$ cat src/rtl/engine_dispatcher_pkg.sv
// Shared fractal package: frame defaults, coordinate widths and dispatcher FSM encoding.
package engine_dispatcher_pkg;

  localparam int X_SIZE_DEF = 640;
  localparam int Y_SIZE_DEF = 480;
  localparam int X_W        = 10;
  localparam int Y_W        = 9;
  localparam int C_W        = 32;
  localparam int CNT_W      = 19;

  typedef enum logic [1:0] {
    ST_IDLE  = 2'd0,
    ST_RUN   = 2'd1,
    ST_DRAIN = 2'd2,
    ST_DONE  = 2'd3
  } disp_state_t;

endpackage

$ cat src/rtl/engine_dispatcher_rr_select.sv
// Round-robin free-engine selector: first free engine at or after ptr, wrapping modulo N.
module rr_select #(
  parameter int N     = 4,
  parameter int PTR_W = 2
) (
  input  logic [N-1:0]     free,
  input  logic [PTR_W-1:0] ptr,
  output logic [N-1:0]     grant,
  output logic             valid
);

  // Scan offsets 0..N-1 from ptr; the first free engine found wins.
  always_comb begin : scan
    logic hit_s;
    grant = '0;
    valid = 1'b0;
    hit_s = 1'b0;
    for (int i = 0; i < N; i++) begin
      for (int j = 0; j < N; j++) begin
        hit_s    = !valid && free[j] && (j == ((int'(ptr) + i) % N));
        grant[j] = grant[j] | hit_s;
        valid    = valid | hit_s;
      end
    end
  end

endmodule

$ cat src/rtl/engine_dispatcher.sv
// Pixel job dispatcher for NUM_ENG iteration engines with round-robin grant.
// Optional stall counter output perf_stall when DISPATCH_PERF_EN is defined.
module engine_dispatcher
  import engine_dispatcher_pkg::*;
#(
  parameter int NUM_ENG = 4,
  parameter int X_SIZE  = X_SIZE_DEF,
  parameter int Y_SIZE  = Y_SIZE_DEF
) (
  input  logic               clk,
  input  logic               reset,
  input  logic               start,
  input  logic               in_valid,
  output logic               in_ready,
  input  logic [X_W-1:0]     in_x,
  input  logic [Y_W-1:0]     in_y,
  input  logic [C_W-1:0]     in_cr,
  input  logic [C_W-1:0]     in_ci,
  output logic [NUM_ENG-1:0] eng_start,
  output logic [X_W-1:0]     eng_x,
  output logic [Y_W-1:0]     eng_y,
  output logic [C_W-1:0]     eng_cr,
  output logic [C_W-1:0]     eng_ci,
  input  logic [NUM_ENG-1:0] eng_done,
  output logic               busy,
  output logic               frame_done
`ifdef DISPATCH_PERF_EN
  ,
  output logic [31:0]        perf_stall
`endif
);

  localparam int PTR_W = (NUM_ENG > 2) ? $clog2(NUM_ENG) : 1;
  localparam logic [CNT_W-1:0] LAST_PIX = CNT_W'(X_SIZE * Y_SIZE - 1);

  disp_state_t        state_r, state_s;
  logic [NUM_ENG-1:0] busy_r, free_s, grant_s;
  logic               grant_valid_s, accept_s, last_pix_s;
  logic [PTR_W-1:0]   ptr_r, ptr_s;
  logic [CNT_W-1:0]   cnt_r;

  assign free_s     = ~busy_r;
  assign in_ready   = (state_r == ST_RUN) && grant_valid_s;
  assign accept_s   = in_valid && in_ready;
  assign last_pix_s = (cnt_r == LAST_PIX);
  assign busy       = (state_r == ST_RUN) || (state_r == ST_DRAIN);
  assign frame_done = (state_r == ST_DONE);

  rr_select #(
    .N     (NUM_ENG),
    .PTR_W (PTR_W)
  ) u_rr_select (
    .free  (free_s),
    .ptr   (ptr_r),
    .grant (grant_s),
    .valid (grant_valid_s)
  );

  // Pointer after a grant: one past the granted engine, wrapping.
  always_comb begin
    ptr_s = '0;
    for (int i = 0; i < NUM_ENG; i++) begin
      ptr_s = ptr_s | ({PTR_W{grant_s[i]}} & PTR_W'((i + 1) % NUM_ENG));
    end
  end

  // Frame FSM next state.
  always_comb begin
    state_s = state_r;
    case (state_r)
      ST_IDLE: begin
        if (start) state_s = ST_RUN;
        else       state_s = ST_IDLE;
      end
      ST_RUN: begin
        if (accept_s && last_pix_s) state_s = ST_DRAIN;
        else                        state_s = ST_RUN;
      end
      ST_DRAIN: begin
        if (busy_r == '0) state_s = ST_DONE;
        else              state_s = ST_DRAIN;
      end
      ST_DONE: state_s = ST_IDLE;
      default: state_s = ST_IDLE;
    endcase
  end

  // Frame FSM state register.
  always_ff @(posedge clk or posedge reset) begin
    if (reset) state_r <= ST_IDLE;
    else       state_r <= state_s;
  end

  // Engine reservation happens at acceptance so the next cycle cannot re-grant it.
  always_ff @(posedge clk or posedge reset) begin
    if (reset) begin
      busy_r <= '0;
      ptr_r  <= '0;
      cnt_r  <= '0;
    end else begin
      busy_r <= (busy_r & ~eng_done) | (accept_s ? grant_s : '0);
      if (accept_s) ptr_r <= ptr_s;
      else          ptr_r <= ptr_r;
      if (state_r == ST_IDLE && start) cnt_r <= '0;
      else if (accept_s)               cnt_r <= cnt_r + CNT_W'(1);
      else                             cnt_r <= cnt_r;
    end
  end

  // Job launch one cycle after acceptance; payload holds until the next launch.
  always_ff @(posedge clk or posedge reset) begin
    if (reset) begin
      eng_start <= '0;
      eng_x     <= '0;
      eng_y     <= '0;
      eng_cr    <= '0;
      eng_ci    <= '0;
    end else begin
      eng_start <= accept_s ? grant_s : '0;
      if (accept_s) begin
        eng_x  <= in_x;
        eng_y  <= in_y;
        eng_cr <= in_cr;
        eng_ci <= in_ci;
      end
    end
  end

`ifdef DISPATCH_PERF_EN
  // Saturating count of RUN cycles where the generator was held off.
  always_ff @(posedge clk or posedge reset) begin
    if (reset)                                     perf_stall <= 32'd0;
    else if (state_r == ST_IDLE && start)          perf_stall <= 32'd0;
    else if (state_r == ST_RUN && in_valid && !in_ready && perf_stall != 32'hFFFF_FFFF)
                                                   perf_stall <= perf_stall + 32'd1;
    else                                           perf_stall <= perf_stall;
  end
`endif

endmodule

$ cat config.mk
export PLATFORM = sky130hd
export DESIGN_NAME = engine_dispatcher
export DESIGN_NICKNAME = d
export VERILOG_FILES = /design/src/rtl/engine_dispatcher_pkg.sv /design/src/rtl/engine_dispatcher_rr_select.sv /design/src/rtl/engine_dispatcher.sv
export SDC_FILE = /design/constraint.sdc
export NUM_CORES = 1
export LEC_CHECK = 0
export CAP_MARGIN = 10
export CORE_UTILIZATION = 36
export CTS_CLUSTER_DIAMETER = 60
export DETAILED_ROUTE_END_ITERATION = 16
export PLACE_DENSITY = 0.69
export SKIP_LAST_GASP = 1
export SYNTH_ARGS = -nofsm -noshare
export SYNTH_HDL_FRONTEND = slang
export SYNTH_HIERARCHICAL = 1
export SYNTH_SLANG_ARGS = --single-unit
$ cat constraint.sdc
create_clock -name clk -period 5.2 [get_ports clk]
set_clock_uncertainty 0.1 [all_clocks]
set_input_delay 0.78 -clock clk [delete_from_list [all_inputs] [get_ports clk]]
set_output_delay 0.78 -clock clk [all_outputs]
set_load 0.02 [all_outputs]
; Word-level counts from Yosys, hierarchy flattened
; Cells that the tools add are included.
[word_totals]
ff_bits = 114
inputBits = 91
elab_cells = 133
[classes]
n_addsub = 4
eq_ne = 16
mux = 7
bitwise_logic = 36
reduce_logical = 61
[op_table]
columns = operator, count
row1 = logical NOT 32 bit, 4
row2 = 2-to-1 mux 19 bit, 2
row3 = logical AND 1 bit, 35
row4 = OR 1 bit, 27
row5 = adder 19 x 1 -> 19 bit (second input constant), 1
row6 = equality test 19 bit (second input constant), 1
row7 = equality test 3 bit (first input constant), 6
row8 = logical NOT 1 bit, 15
row9 = equality test 2 x 3 -> 1 bit (first input constant), 3
row10 = inverter 4 bit, 2
row11 = one-hot mux 2 bit (4 select lines), 1
row12 = OR reduction 2 bit, 3
row13 = adder 2 bit (second input constant), 2
row14 = AND 4 bit, 1
row15 = equality test 2 bit (first input constant), 2
row16 = equality test 2 bit (second input constant), 2
row17 = logical NOT 4 bit, 1
row18 = 2-to-1 mux 4 bit, 1
row19 = OR 4 bit, 1
row20 = AND 1 bit (first input constant), 3
row21 = adder 2 x 1 -> 2 bit (second input constant), 1
row22 = equality test 1 x 2 -> 1 bit (first input constant), 1
row23 = equality test 2 x 1 -> 1 bit (second input constant), 1
row24 = logical NOT 2 bit, 1
row25 = other kinds (6), 7

; Depth between registers and ports, before layout
; Gate-level depths: netlist of the first run.
[depth]
word_depth = 67
depth_mapped = 9

; Cells and area by module
; The synthesis of the first run kept the hierarchy.
[by_module_without_submodules]
columns = mod, instances, cells_per_inst, area_each_um2, seq_area_each_um2
row1 = engine_dispatcher, 1, 499, 4618.2, 2852.7
row2 = rr_select, 1, 20, 117.6, 0.0

; Least setup slack after synthesis of the first run
; Ideal clock, no wire load.
[synth_timing]
path_kind = input to register
start = in in_valid
end = reg cnt_r[14]
setup_ns = 0.077
arrival_time_ns = 1.812
t_required_ns = 5.023
path_slack_ns = 3.210
stages = 5
n_path_buf = 1
cell_sequence = and4_1 > buf_6 > nand3_1 > or4_1 > a21oi_1
[synth_via]
elab_chain_cells = 2
[synth_rtl]
columns = element, line
row1 = "start, declared", engine_dispatcher.sv:13  ; input logic in_valid,
row2 = logical AND 1 bit, engine_dispatcher.sv:44  ; assign accept_s = in_valid && in_ready;
row3 = nonzero test 2 bit (no line), -
row4 = "end signal, assigned", engine_dispatcher.sv:105  ; else if (accept_s) cnt_r <= cnt_r + CNT_W'(1);
row5 = "end signal, assigned", engine_dispatcher.sv:106  ; else cnt_r <= cnt_r;
row6 = "end, declared", engine_dispatcher.sv:40  ; logic [CNT_W-1:0] cnt_r;
; No other way between the ends.
; A chain may end at the register's enable or synchronous reset.

==> results of run 1 <==
## registers in the layout, summed over array words and instances (netlist names), named ones only
signal     flops
eng_y          9
cnt_r         19
eng_ci        32
busy_r         4
eng_cr        32
eng_start      4
eng_x         10
ptr_r          2
state_r        1
## layout by cell type, fill, tap and decap left out, types with 2 or more instances in the layout
| cell type | n |
|---|---|
| clkdlybuf4s50_1 | 180 |
| o31ai_1 | 5 |
| buf_4 | 4 |
| bufinv_16 | 2 |
| or3_1 | 3 |
| and2_1 | 5 |
| nand2_1 | 257 |
| and3_1 | 2 |
| o211a_1 | 2 |
| clkinv_2 | 7 |
| o21bai_1 | 5 |
| clkbuf_16 | 17 |
| xnor2_1 | 2 |
| ha_1 | 5 |
| nand4_1 | 6 |
| nor2_1 | 18 |
| clkinvlp_4 | 3 |
| inv_1 | 8 |
| or4_1 | 5 |
| dfrtp_1 | 114 |
| a21oi_1 | 13 |
| xor2_1 | 8 |
| o21ai_0 | 6 |
| and2_2 | 2 |
| nand2_2 | 2 |
| clkinv_4 | 3 |
| nand3_1 | 6 |
## critical path, cell delays in order, from the launching register on
cell and delay (ps):
dfrtp_1 400, inv_1 90, ha_1 240, and2_1 190, clkdlybuf4s50_1 620
## layer usage
| metal | share of wire | wire length (um) | GRT usage | up-vias |
|---|---|---|---|---|
| li1 | - | - | - | 1999 |
| met1 | 0.40 | 4760 | 0.210 | 1925 |
| met2 | 0.52 | 6220 | 0.313 | 108 |
| met3 | 0.070 | 849 | 0.0706 | 18 |
| met4 | 0.017 | 209 | 0.0692 | 0 |
| met5 | 0 | 0 | 0 | - |
## per-stage QoR
| step | utilization | cell area, um^2 | hold WS [ps] |
|---|---|---|---|
| 2_1_floorplan | - | 4740 | 405 |
| 4_1_cts | 0.569 | 7230 | 375 |
| 3_3_place_gp | 0.524 | 6660 | 357 |
| 6_report | 0.569 | 7230 | 368 |
| 3_5_place_dp | 0.524 | 6660 | 361 |
| 5_1_grt | 0.569 | 7230 | 393 |
## power by group through the flow
stage	sequential, mW	combinational (mW)	clock, mW
after global routing	1.11	0.639	1.18
after global placement	1.10	0.579	0
after detailed placement	1.10	0.587	0
final	1.09	0.585	1.10
after CTS	1.09	0.594	1.13
after floorplan	1.18	0.235	0
## worst paths after layout
check                      startpoint         end  cells past startpoint
setup / recovery            flip-flop    in_ready                      4
hold / removal             eng_cr[24]  eng_cr[24]                      2
setup reg to reg            flip-flop   cnt_r[17]                      6
min in group asynchronous       reset    cnt_r[6]                      2
hold reg to reg            eng_cr[24]  eng_cr[24]                      2
max in group asynchronous       reset  eng_ci[19]                      3
## cell usage after synthesis, types with 2 or more instances
| master | number | area share |
|---|---|---|
| a21oi_1 | 13 | 0.014 |
| and2_1 | 5 | 0.0066 |
| and2_2 | 2 | 0.0032 |
| and3_1 | 3 | 0.0040 |
| buf_1 | 3 | 0.0024 |
| buf_2 | 2 | 0.0021 |
| buf_6 | 2 | 0.0048 |
| clkbuf_1 | 17 | 0.013 |
| dfrtp_1 | 114 | 0.60 |
| ha_1 | 5 | 0.013 |
| inv_1 | 9 | 0.0071 |
| nand2_1 | 258 | 0.20 |
| nand3_1 | 6 | 0.0063 |
| nand4_1 | 6 | 0.0079 |
| nor2_1 | 18 | 0.014 |
| o211a_1 | 2 | 0.0042 |
| o21ai_0 | 6 | 0.0063 |
| o21bai_1 | 5 | 0.0079 |
| o31ai_1 | 5 | 0.0079 |
| or3_1 | 3 | 0.0040 |
| or4_1 | 5 | 0.0079 |
| xnor2_1 | 2 | 0.0037 |
| xor2_1 | 8 | 0.015 |
## cell type report
class / instances / area [um^2]
fill: 1164 / 5490
sequential: 114 / 2850
timing repair buffer: 184 / 1830
multi-input combinational: 370 / 1730
clock buffer: 17 / 425
tap: 172 / 215
clock inverter: 15 / 144
inverter: 9 / 36.3
## cell families (layout without fill, tap and decap cells)
group	count (synthesis)	in the layout
AOI/OAI and AO/OA	36	36
DFF	114	114
buffers and inverters	35	225
muxes	1	1
adders and majority gates	5	5
and+or+nand+nor	318	318
xor gates and xnor gates	10	10
==> metrics.md, run 1 <==
| Metric | Value |
|---|---|
| Outcome | finished clean |
| IO Count | 181 |
| Switching power | 0.794 mW |
| Post-synth top flop | dfrtp_1 |
| Least-Margin Pin Slew | 654 ps |
| Power per cell area | 384 mW/mm^2 |
| Max-slew violations | 0 |
| Seq pwr share | 0.393 |
| Layout cells sized above 1 | 0.0677 |
| Cts bufs inserted | 17 |
| Fin nets | 792 |
| Pint | 1.99 mW |
| Final worst slack | 2380 ps |
| Type of origin of the critical path | flip-flop |
| Clock Latency Late Sink | 400 ps |
| Async set-reset flop share out of synthesis | 1.00 |
| Vias in the first global route | 4,123 |
| Synth Area in Compound Gates | 0.0481 |
| CTS clk-pin slew, worst paths | 60 ps |
| GRT Total Usage | 0.184 |
| Area growth, synth to finish | 52.7% |
| Final setup violation count | 0 |
| H-tree Lvls | 4 |
| Starting DRC count in detailed routing | 192 |
| Min cycle time layout | 2820 ps |
| Seq/Total Area, Yosys | 0.602 |
| Synth Cell Area | 0.00474 mm^2 |
| Maximum clock rate | 0.354 GHz |
| Die area | 0.0136 mm^2 |
| DR vias/cell | 4.60 |
| Final total power | 2.78 mW |
| Diodes inserted | 0 |
| Hpwl dp | 8390 um |
| Clk root buf | clkbuf_16 |
| Yosys warns | 6 |
| CTS tree | yes |
| Initial antenna violation count | 0 |
| # port buffers | 180 |
| Max FO, Critical Path | 4 |
| Die H | 117 um |
| Mean Syn Cell Area | 9.12 um^2 |
| Unrepaired setup endpoints after global routing | false |
| Global-route wire length before repair | 19,200 um |
| Sw Ratio | 0.286 |
| Max_cap viols | 0 |
| HP Class | flip-flop to flip-flop |
| Simple-Gate Fraction of Synth Area | 0.281 |
| R2R Setup Slk | 2850 ps |
| Synth Area in XOR/XNOR | 0.0185 |
| Routability congestion estimate | 0.766 |
| Final worst path period share | 0.543 |
| Post-Synth Adder-Cell Area | 0.0132 |
| WL/cell | 13.7 um |
| Drt drc | 0 |
| CTS sink count | 114 |
| Synth Register Bits | 114 |
| Max_slew headroom | 0.564 |
| Critical path capture point type | output pin |
| Largest family of logic cells by synthesized area | simple AND/OR/NAND/NOR gates |
| Setup TNS | 0 ps |
| Worst EP required | 4320 ps |
| Longest Clk Path Bufs | 2 |
| Combinational fraction of design power | 0.210 |
| Synth unique cells | 43 |
| Dpl cells | 849 |
| Largest net degree at the start of global routing | 65 |
| Post-CTS sizing | 0 |
| Post-Place Worst Slack | 2280 ps |
| Chip Width | 117 um |
| Non-filler instance count after layout | 881 |
| DR pass1 iterations | 4 |
| Lkg Pwr | 3.47 nW |
| Post-synth EDFFs | 0 |
| Max VDD drop | 0.165 mV |
| Setup bufs post-CTS | 0 |
| Hold-fix buffers, CTS | 0 |
| WS Path Type | flip-flop to output pin |
| GRT overflow | 0 |
| Vias | 4,050 |
| Post-Syn Instances | 519 |
| Syn nets | 615 |
| Fin. Hold Viols | 0 |
| Starting density of the core | 0.372 |
| Num rows | 41 |
| Post-synthesis mux area share | 0.00238 |
| Area of the core | 0.0127 mm^2 |
| Detail Route Antenna Nets | 0 |
| Arr. time, crit path | 1940 ps |
| DRT Wirelength | 12,000 um |
| Clock Power Share | 0.397 |
Note: power is estimated with default switching activity, not from simulation.
==> run 2, diff against run 1 <==
--- a/config.mk
+++ b/config.mk
@@ -9,7 +9,7 @@
 export CORE_UTILIZATION = 36
 export CTS_CLUSTER_DIAMETER = 60
 export DETAILED_ROUTE_END_ITERATION = 16
-export PLACE_DENSITY = 0.69
+export PLACE_DENSITY = 0.71
 export SKIP_LAST_GASP = 1
 export SYNTH_ARGS = -nofsm -noshare
 export SYNTH_HDL_FRONTEND = slang
==> constraint.sdc (replaced) <==
create_clock -name clk -period 2.3 [get_ports clk]
set_clock_uncertainty 0.1 [all_clocks]
set_input_delay 0.345 -clock clk [delete_from_list [all_inputs] [get_ports clk]]
set_output_delay 0.345 -clock clk [all_outputs]
set_load 0.02 [all_outputs]
==> run 2 against run 1 <==
  * Non-clock buffer count up 3
  * Sequential share of layout area down 0.43 points
  * Clock power up 140%
  * Total power up 130%
  * Global-route usage up 0.18 points
  * First-iteration DRC count up 35%
  * Highest routed layer unchanged
  * Critical path depth down 1
  * Largest cell class unchanged
==> metrics.md, run 2 (same netlist as run 1, synthesis figures left out) <==
| Metric | Value |
|---|---|
| Die H | 117 um (unchanged) |
| Max FO, Critical Path | 4 (unchanged) |
| Detail Route Antenna Nets | 0 (unchanged) |
| Critical path capture point type | output pin (unchanged) |
| # port buffers | 180 (unchanged) |
| Arr. time, crit path | 1750 ps (was 1940 ps) |
| Starting density of the core | 0.372 (unchanged) |
| Max VDD drop | 0.488 mV (was 0.165 mV) |
| Slowest cell on crit path | clkdlybuf4s50_1 (unchanged) |
| Vias | 4,039 (was 4,050) |
| WS Path Type | flip-flop to output pin (unchanged) |
| R2R Path Start | busy_r[0] |
| Setup TNS | 0 ps (unchanged) |
| Post-layout util | 0.575 (was 0.569) |
| GRT Total Usage | 0.186 (was 0.184) |
| Sw Ratio | 0.271 (was 0.286) |
| R2R Setup Slk | 220 ps (was 2850 ps) |
| Vias in the first global route | 4,085 (was 4,123) |
| Chip Width | 117 um (unchanged) |
| Num rows | 41 (unchanged) |
| Crit-path cells | inv_1 > ha_1 > clkdlybuf4s50_1 (was inv_1 > ha_1 > and2_1 > clkdlybuf4s50_1) |
| Initial antenna violation count | 0 (unchanged) |
| Worst EP required | 1860 ps (was 4320 ps) |
| Clock Power Share | 0.406 (was 0.397) |
| Power per cell area | 879 mW/mm^2 (was 384 mW/mm^2) |
| FF-to-FF End | cnt_r[18] (was cnt_r[17]) |
| WL/cell | 13.6 um (was 13.7 um) |
| Maximum clock rate | 0.455 GHz |
| Starting DRC count in detailed routing | 260 (was 192) |
| Area of the core | 0.0127 mm^2 (unchanged) |
| Longest Clk Path Bufs | 2 (unchanged) |
| Worst path max stage delay | 590 ps (was 620 ps) |
| CP top delay family | buffers and inverters (unchanged) |
| Min cycle time layout | 2200 ps |
| Switching power | 1.74 mW (was 0.794 mW) |
| Max_slew headroom | 0.582 (was 0.564) |
| Hpwl dp | 8010 um (was 8390 um) |
| Outcome | finished clean (unchanged) |
| Max-slew violations | 0 (unchanged) |
| Global-route wire length before repair | 19,300 um (was 19,200 um) |
| Seq pwr share | 0.384 (was 0.393) |
| Least-Margin Pin Slew | 626 ps (was 654 ps) |
| Fin nets | 795 (was 792) |
| Drt drc | 0 (unchanged) |
| IO Count | 181 (unchanged) |
| Worst reg2reg path depth | 8 (was 6) |
| CP bufs+invs | 2 (unchanged) |
| FILL cells | 1,150 (was 1,164) |
| Setup bufs post-CTS | 0 (unchanged) |
| Commonest non-fill, non-tap cell in the layout | nand2_1 (unchanged) |
| Layout cells sized above 1 | 0.0647 (was 0.0677) |
| Pint | 4.68 mW (was 1.99 mW) |
| Unrepaired setup endpoints after global routing | false (unchanged) |
| H-tree Lvls | 4 (unchanged) |
| Final setup violation count | 0 (unchanged) |
| CTS clk-pin slew, worst paths | 50 ps (was 60 ps) |
| Cts bufs inserted | 17 (unchanged) |
| Lkg Pwr | 3.51 nW (was 3.47 nW) |
| Die area | 0.0136 mm^2 (unchanged) |
| Clock Latency Late Sink | 400 ps (about the same) |
| Max_cap viols | 0 (unchanged) |
| Fin. Hold Viols | 0 (unchanged) |
| DR pass1 iterations | 4 (unchanged) |
| CTS tree | yes (unchanged) |
| Final worst path period share | 0.955 |
| Top Registers | eng_ci: 32 flops, eng_cr: 32 flops, cnt_r: 19 flops (unchanged) |
| DRT Wirelength | 12,000 um (about the same) |
| Largest net degree at the start of global routing | 115 (was 65) |
| Area growth, synth to finish | 54.4% (was 52.7%) |
| Combinational fraction of design power | 0.209 (was 0.210) |
| DR vias/cell | 4.57 (was 4.60) |
| CTS sink count | 114 (unchanged) |
| Commonest cells after routing, fill and taps aside | 257 x nand2_1, 179 x clkdlybuf4s50_1, 114 x dfrtp_1, 18 x nor2_1, 17 x clkbuf_16 (was 257 x nand2_1, 180 x clkdlybuf4s50_1, 114 x dfrtp_1, 18 x nor2_1, 17 x clkbuf_16) |
| HP Class | input port to asynchronous set/reset pin (was flip-flop to flip-flop) |
| Clk root buf | clkbuf_16 (unchanged) |
| Diodes inserted | 0 (unchanged) |
| GRT overflow | 0 (unchanged) |
| Type of origin of the critical path | flip-flop (unchanged) |
| Routability congestion estimate | 0.738 (was 0.766) |
[run 2: cell types whose count changed in the layout (fill, tap and decap cells not counted), moves of 2 or more]
cell	previous run	this run
clkinv_4	3	0
clkbuf_8	0	6
clkbuf_1	0	4
clkinv_2	7	2
clkinvlp_4	3	1
buf_12	0	3
[run 2: how the worst max path moves through the flow]
stage | startpoint | end | slack, ps | cells after the start
2_1_floorplan | flip-flop | cnt_r[14] | 440 | 7
3_3_place_gp | in_valid | cnt_r[15] | 200 | 5
3_5_place_dp | in_valid | cnt_r[18] | 150 | 6
4_1_cts | state_r[0] | busy | 80 | 3
5_1_grt | state_r[0] | busy | 30 | 3
6_report | state_r[0] | busy | 100 | 3
[run 2: layer usage]
layer	global-route usage	vias to the layer above	share of wire
met5	0	-	0
met4	0.0987	0	0.029
met3	0.0716	26	0.075
met2	0.291	118	0.48
met1	0.222	1893	0.42
li1	-	2002	-
[run 2: timing repair]
| item | 4_1_cts | 5_1_grt |
|---|---|---|
| endpoints found under the setup margin | 1 | 0 |
| resized for setup | 1 | 0 |
| hold buffers | 0 | 0 |
[run 2: stage by stage]
step	power, mW	cell area, um^2	worst slack, ps	hold WS (ps)	instances
after floorplan	3.19	4740	437	330	519
after global placement	3.81	6720	204	357	852
after detailed placement	3.85	6720	148	361	852
after CTS	6.50	7310	75.8	347	883
after global routing	6.74	7310	34.2	364	883
final	6.43	7310	104	354	883
[run 2: power by group through the flow]
stage / combinational [mW] / clock (mW) / sequential [mW]
6_report: 1.35 / 2.61 / 2.47
2_1_floorplan: 0.532 / 0 / 2.66
4_1_cts: 1.36 / 2.67 / 2.47
3_3_place_gp: 1.33 / 0 / 2.48
5_1_grt: 1.48 / 2.76 / 2.50
3_5_place_dp: 1.35 / 0 / 2.50
[run 2: layout make-up]
cell class	instances	area, um^2	area share
Clock buffer	27	523	0.0715
Clock inverter	4	70.1	0.00958
Inverter	9	37.5	0.00513
Multi-Input combinational cell	370	1720	0.236
Sequential cell	114	2850	0.390
Tap cell	172	215	0.0294
Timing Repair Buffer	187	1890	0.259
[run 2: worst min-delay path, stage by stage]
cell and delay (ps):
clkdlybuf4s50_1 440, clkinvlp_4 100, buf_12 440
==> run 3, diff against run 2 <==
--- a/config.mk
+++ b/config.mk
@@ -9,7 +9,7 @@
 export CORE_UTILIZATION = 36
 export CTS_CLUSTER_DIAMETER = 60
 export DETAILED_ROUTE_END_ITERATION = 16
-export PLACE_DENSITY = 0.71
+export PLACE_DENSITY = 0.69
 export SKIP_LAST_GASP = 1
 export SYNTH_ARGS = -nofsm -noshare
 export SYNTH_HDL_FRONTEND = slang
==> constraint.sdc (replaced) <==
create_clock -name clk -period 2.4 [get_ports clk]
set_clock_uncertainty 0.1 [all_clocks]
set_input_delay 0.36 -clock clk [delete_from_list [all_inputs] [get_ports clk]]
set_output_delay 0.36 -clock clk [all_outputs]
set_load 0.02 [all_outputs]
==> run 3 against run 2 <==
  * Non-clock buffer count fell by 1
  * Critical path depth unchanged
  * Final cell count stayed put
  * Wire length increased by 1.7%
  * Via count increased by 1.6%
  * Sequential share of layout area is 0.20 points higher
  * Largest power group unchanged
==> metrics.md, run 3 (same netlist as run 1, synthesis figures left out) <==
| Metric | Value |
|---|---|
| Routability congestion estimate | 0.767 (was 0.738) |
| Final instance area | 0.00728 mm^2 (was 0.00731 mm^2) |
| Clock Latency Late Sink | 400 ps (about the same) |
| Vias | 4,105 (was 4,039) |
| Slowest cell on crit path | clkdlybuf4s50_1 (unchanged) |
| Unrepaired setup endpoints after global routing | false (unchanged) |
| Final worst slack | 193 ps (was 104 ps) |
| Reg area | 0.00285 mm^2 (unchanged) |
| Detail Route Antenna Nets | 0 (unchanged) |
| Diodes inserted | 0 (unchanged) |
| Arr. time, crit path | 1750 ps (about the same) |
| Max_cap viols | 0 (unchanged) |
| Non-filler instance count after layout | 883 (unchanged) |
| WS Path Type | flip-flop to output pin (unchanged) |
| Final setup violation count | 0 (unchanged) |
| Largest net degree at the start of global routing | 85 (was 115) |
| Lkg Pwr | 3.49 nW (was 3.51 nW) |
| CTS clk-pin slew, worst paths | 50 ps (about the same) |
| IO Count | 181 (unchanged) |
| Commonest cells after routing, fill and taps aside | 257 x nand2_1, 179 x clkdlybuf4s50_1, 114 x dfrtp_1, 18 x nor2_1, 17 x clkbuf_16 (unchanged) |
| Die H | 117 um (unchanged) |
| Maximum clock rate | 0.453 GHz |
| HP Class | input port to asynchronous set/reset pin (unchanged) |
| CP top delay family | buffers and inverters (unchanged) |
| Die area | 0.0136 mm^2 (unchanged) |
| Starting density of the core | 0.372 (unchanged) |
| Starting DRC count in detailed routing | 264 (was 260) |
| FF-to-FF End | cnt_r[16] (was cnt_r[18]) |
| Initial antenna violation count | 0 (unchanged) |
| Area growth, synth to finish | 53.6% (was 54.4%) |
| Min cycle time layout | 2210 ps |
| Setup TNS | 0 ps (unchanged) |
| FILL cells | 1,149 (was 1,150) |
| DR pass1 iterations | 4 (unchanged) |
| Num rows | 41 (unchanged) |
| Fin. Hold Viols | 0 (unchanged) |
| Vias in the first global route | 4,169 (was 4,085) |
| Hpwl dp | 8340 um (was 8010 um) |
| Origin of the worst setup path | state_r[0] (unchanged) |
| Longest Clk Path Bufs | 2 (unchanged) |
| R2R Path Start | busy_r[0] (unchanged) |
| Layout cells sized above 1 | 0.0633 (was 0.0647) |
| Max-slew violations | 0 (unchanged) |
| Fin nets | 794 (was 795) |
| CTS tree | yes (unchanged) |
| Least-Margin Pin Slew | 630 ps (was 626 ps) |
| Type of origin of the critical path | flip-flop (unchanged) |
| Commonest non-fill, non-tap cell in the layout | nand2_1 (unchanged) |
| Outcome | finished clean (unchanged) |
| Post-layout util | 0.572 (was 0.575) |
| Critical path capture point type | output pin (unchanged) |
| Global-route wire length before repair | 19,800 um (was 19,300 um) |
| Worst EP required | 1940 ps (was 1860 ps) |
| Dpl cells | 851 (was 852) |
| DR vias/cell | 4.65 (was 4.57) |
| Power per cell area | 831 mW/mm^2 (was 879 mW/mm^2) |
| Cts bufs inserted | 17 (unchanged) |
| Crit-path cells | inv_1 > ha_1 > clkdlybuf4s50_1 (unchanged) |
| Max VDD drop | 0.422 mV (was 0.488 mV) |
| WL/cell | 13.8 um (was 13.6 um) |
| Top Registers | eng_ci: 32 flops, eng_cr: 32 flops, cnt_r: 19 flops (unchanged) |
| Worst reg2reg path depth | 7 (was 8) |
| Chip Width | 117 um (unchanged) |
| Setup bufs post-CTS | 0 (unchanged) |
| CP bufs+invs | 2 (unchanged) |
| Area of the core | 0.0127 mm^2 (unchanged) |
| Final worst path period share | 0.919 |
| H-tree Lvls | 4 (unchanged) |
| Area of the multi-input gates | 0.00173 mm^2 (was 0.00172 mm^2) |
| DRT Wirelength | 12,200 um (was 12,000 um) |
| Placed Area | 0.00671 mm^2 (was 0.00672 mm^2) |
| Post-Place Worst Slack | 116 ps (was 148 ps) |
| R2R Setup Slk | 260 ps (was 220 ps) |
| GRT overflow | 0 (unchanged) |
| Worst path max stage delay | 590 ps (about the same) |
| Drt drc | 0 (unchanged) |
| Max FO, Critical Path | 4 (unchanged) |
| CTS sink count | 114 (unchanged) |
| # port buffers | 180 (unchanged) |
| GRT Total Usage | 0.188 (was 0.186) |
| Max_slew headroom | 0.580 (was 0.582) |
| Clk root buf | clkbuf_16 (unchanged) |
run 3: cell types whose count changed in the layout (fill, tap and decap cells not counted), sizes merged:
cell	before	now
buf	7	6
bufinv	2	1
clkbuf	27	28
clkinv	2	3
run 3: through the flow:
stage / hold slack, ps / power, mW
3_3_place_gp: 357 / 3.63
3_5_place_dp: 361 / 3.68
2_1_floorplan: 345 / 3.06
5_1_grt: 343 / 6.34
4_1_cts: 325 / 6.11
6_report: 316 / 6.05
run 3: power by group:
group,internal (mW),leakage (nW),total [mW],switching (mW)
registers,2.18,1.42,2.37,0.189
logic,0.621,1.79,1.28,0.662
clock network,1.58,0.284,2.40,0.813
total,4.38,3.49,6.05,1.66
run 3: metal layers:
metal  vias up  track usage  wire (um)
met3        16       0.0659        790
met1      1965        0.225       4970
met4         0       0.0751        165
li1       2002            -          -
met5         -            0          0
met2       122        0.311       6260
run 3: worst register-to-register path: cells and delay by family, from the launching register on:
kind            cells  cell delay, ps
flops               1             380
buf+inv             1             180
simple gates        5            1250
compound gates      1             160
run 3: worst max path at each step:
stage	cells after the start	slack, ps	endpoint
finish	3	190	busy
global route	3	90	busy
CTS	3	160	busy
detailed placement	5	120	cnt_r[16]
global placement	5	150	cnt_r[14]
floorplan	7	540	cnt_r[14]
run 3: layout make-up:
class | count | area share
inverters | 9 | 0.00516
multi-input cells | 370 | 0.237
well taps | 172 | 0.0296
clock inverters | 4 | 0.00619
flip-flops and latches | 114 | 0.392
repair buffers | 186 | 0.257
clock buffers | 28 | 0.0724
run 3: repair_timing:
action | in CTS | in global routing
gates resized for setup | 1 | 0
hold buffers | 0 | 0
endpoints found under the setup margin | 1 | 0
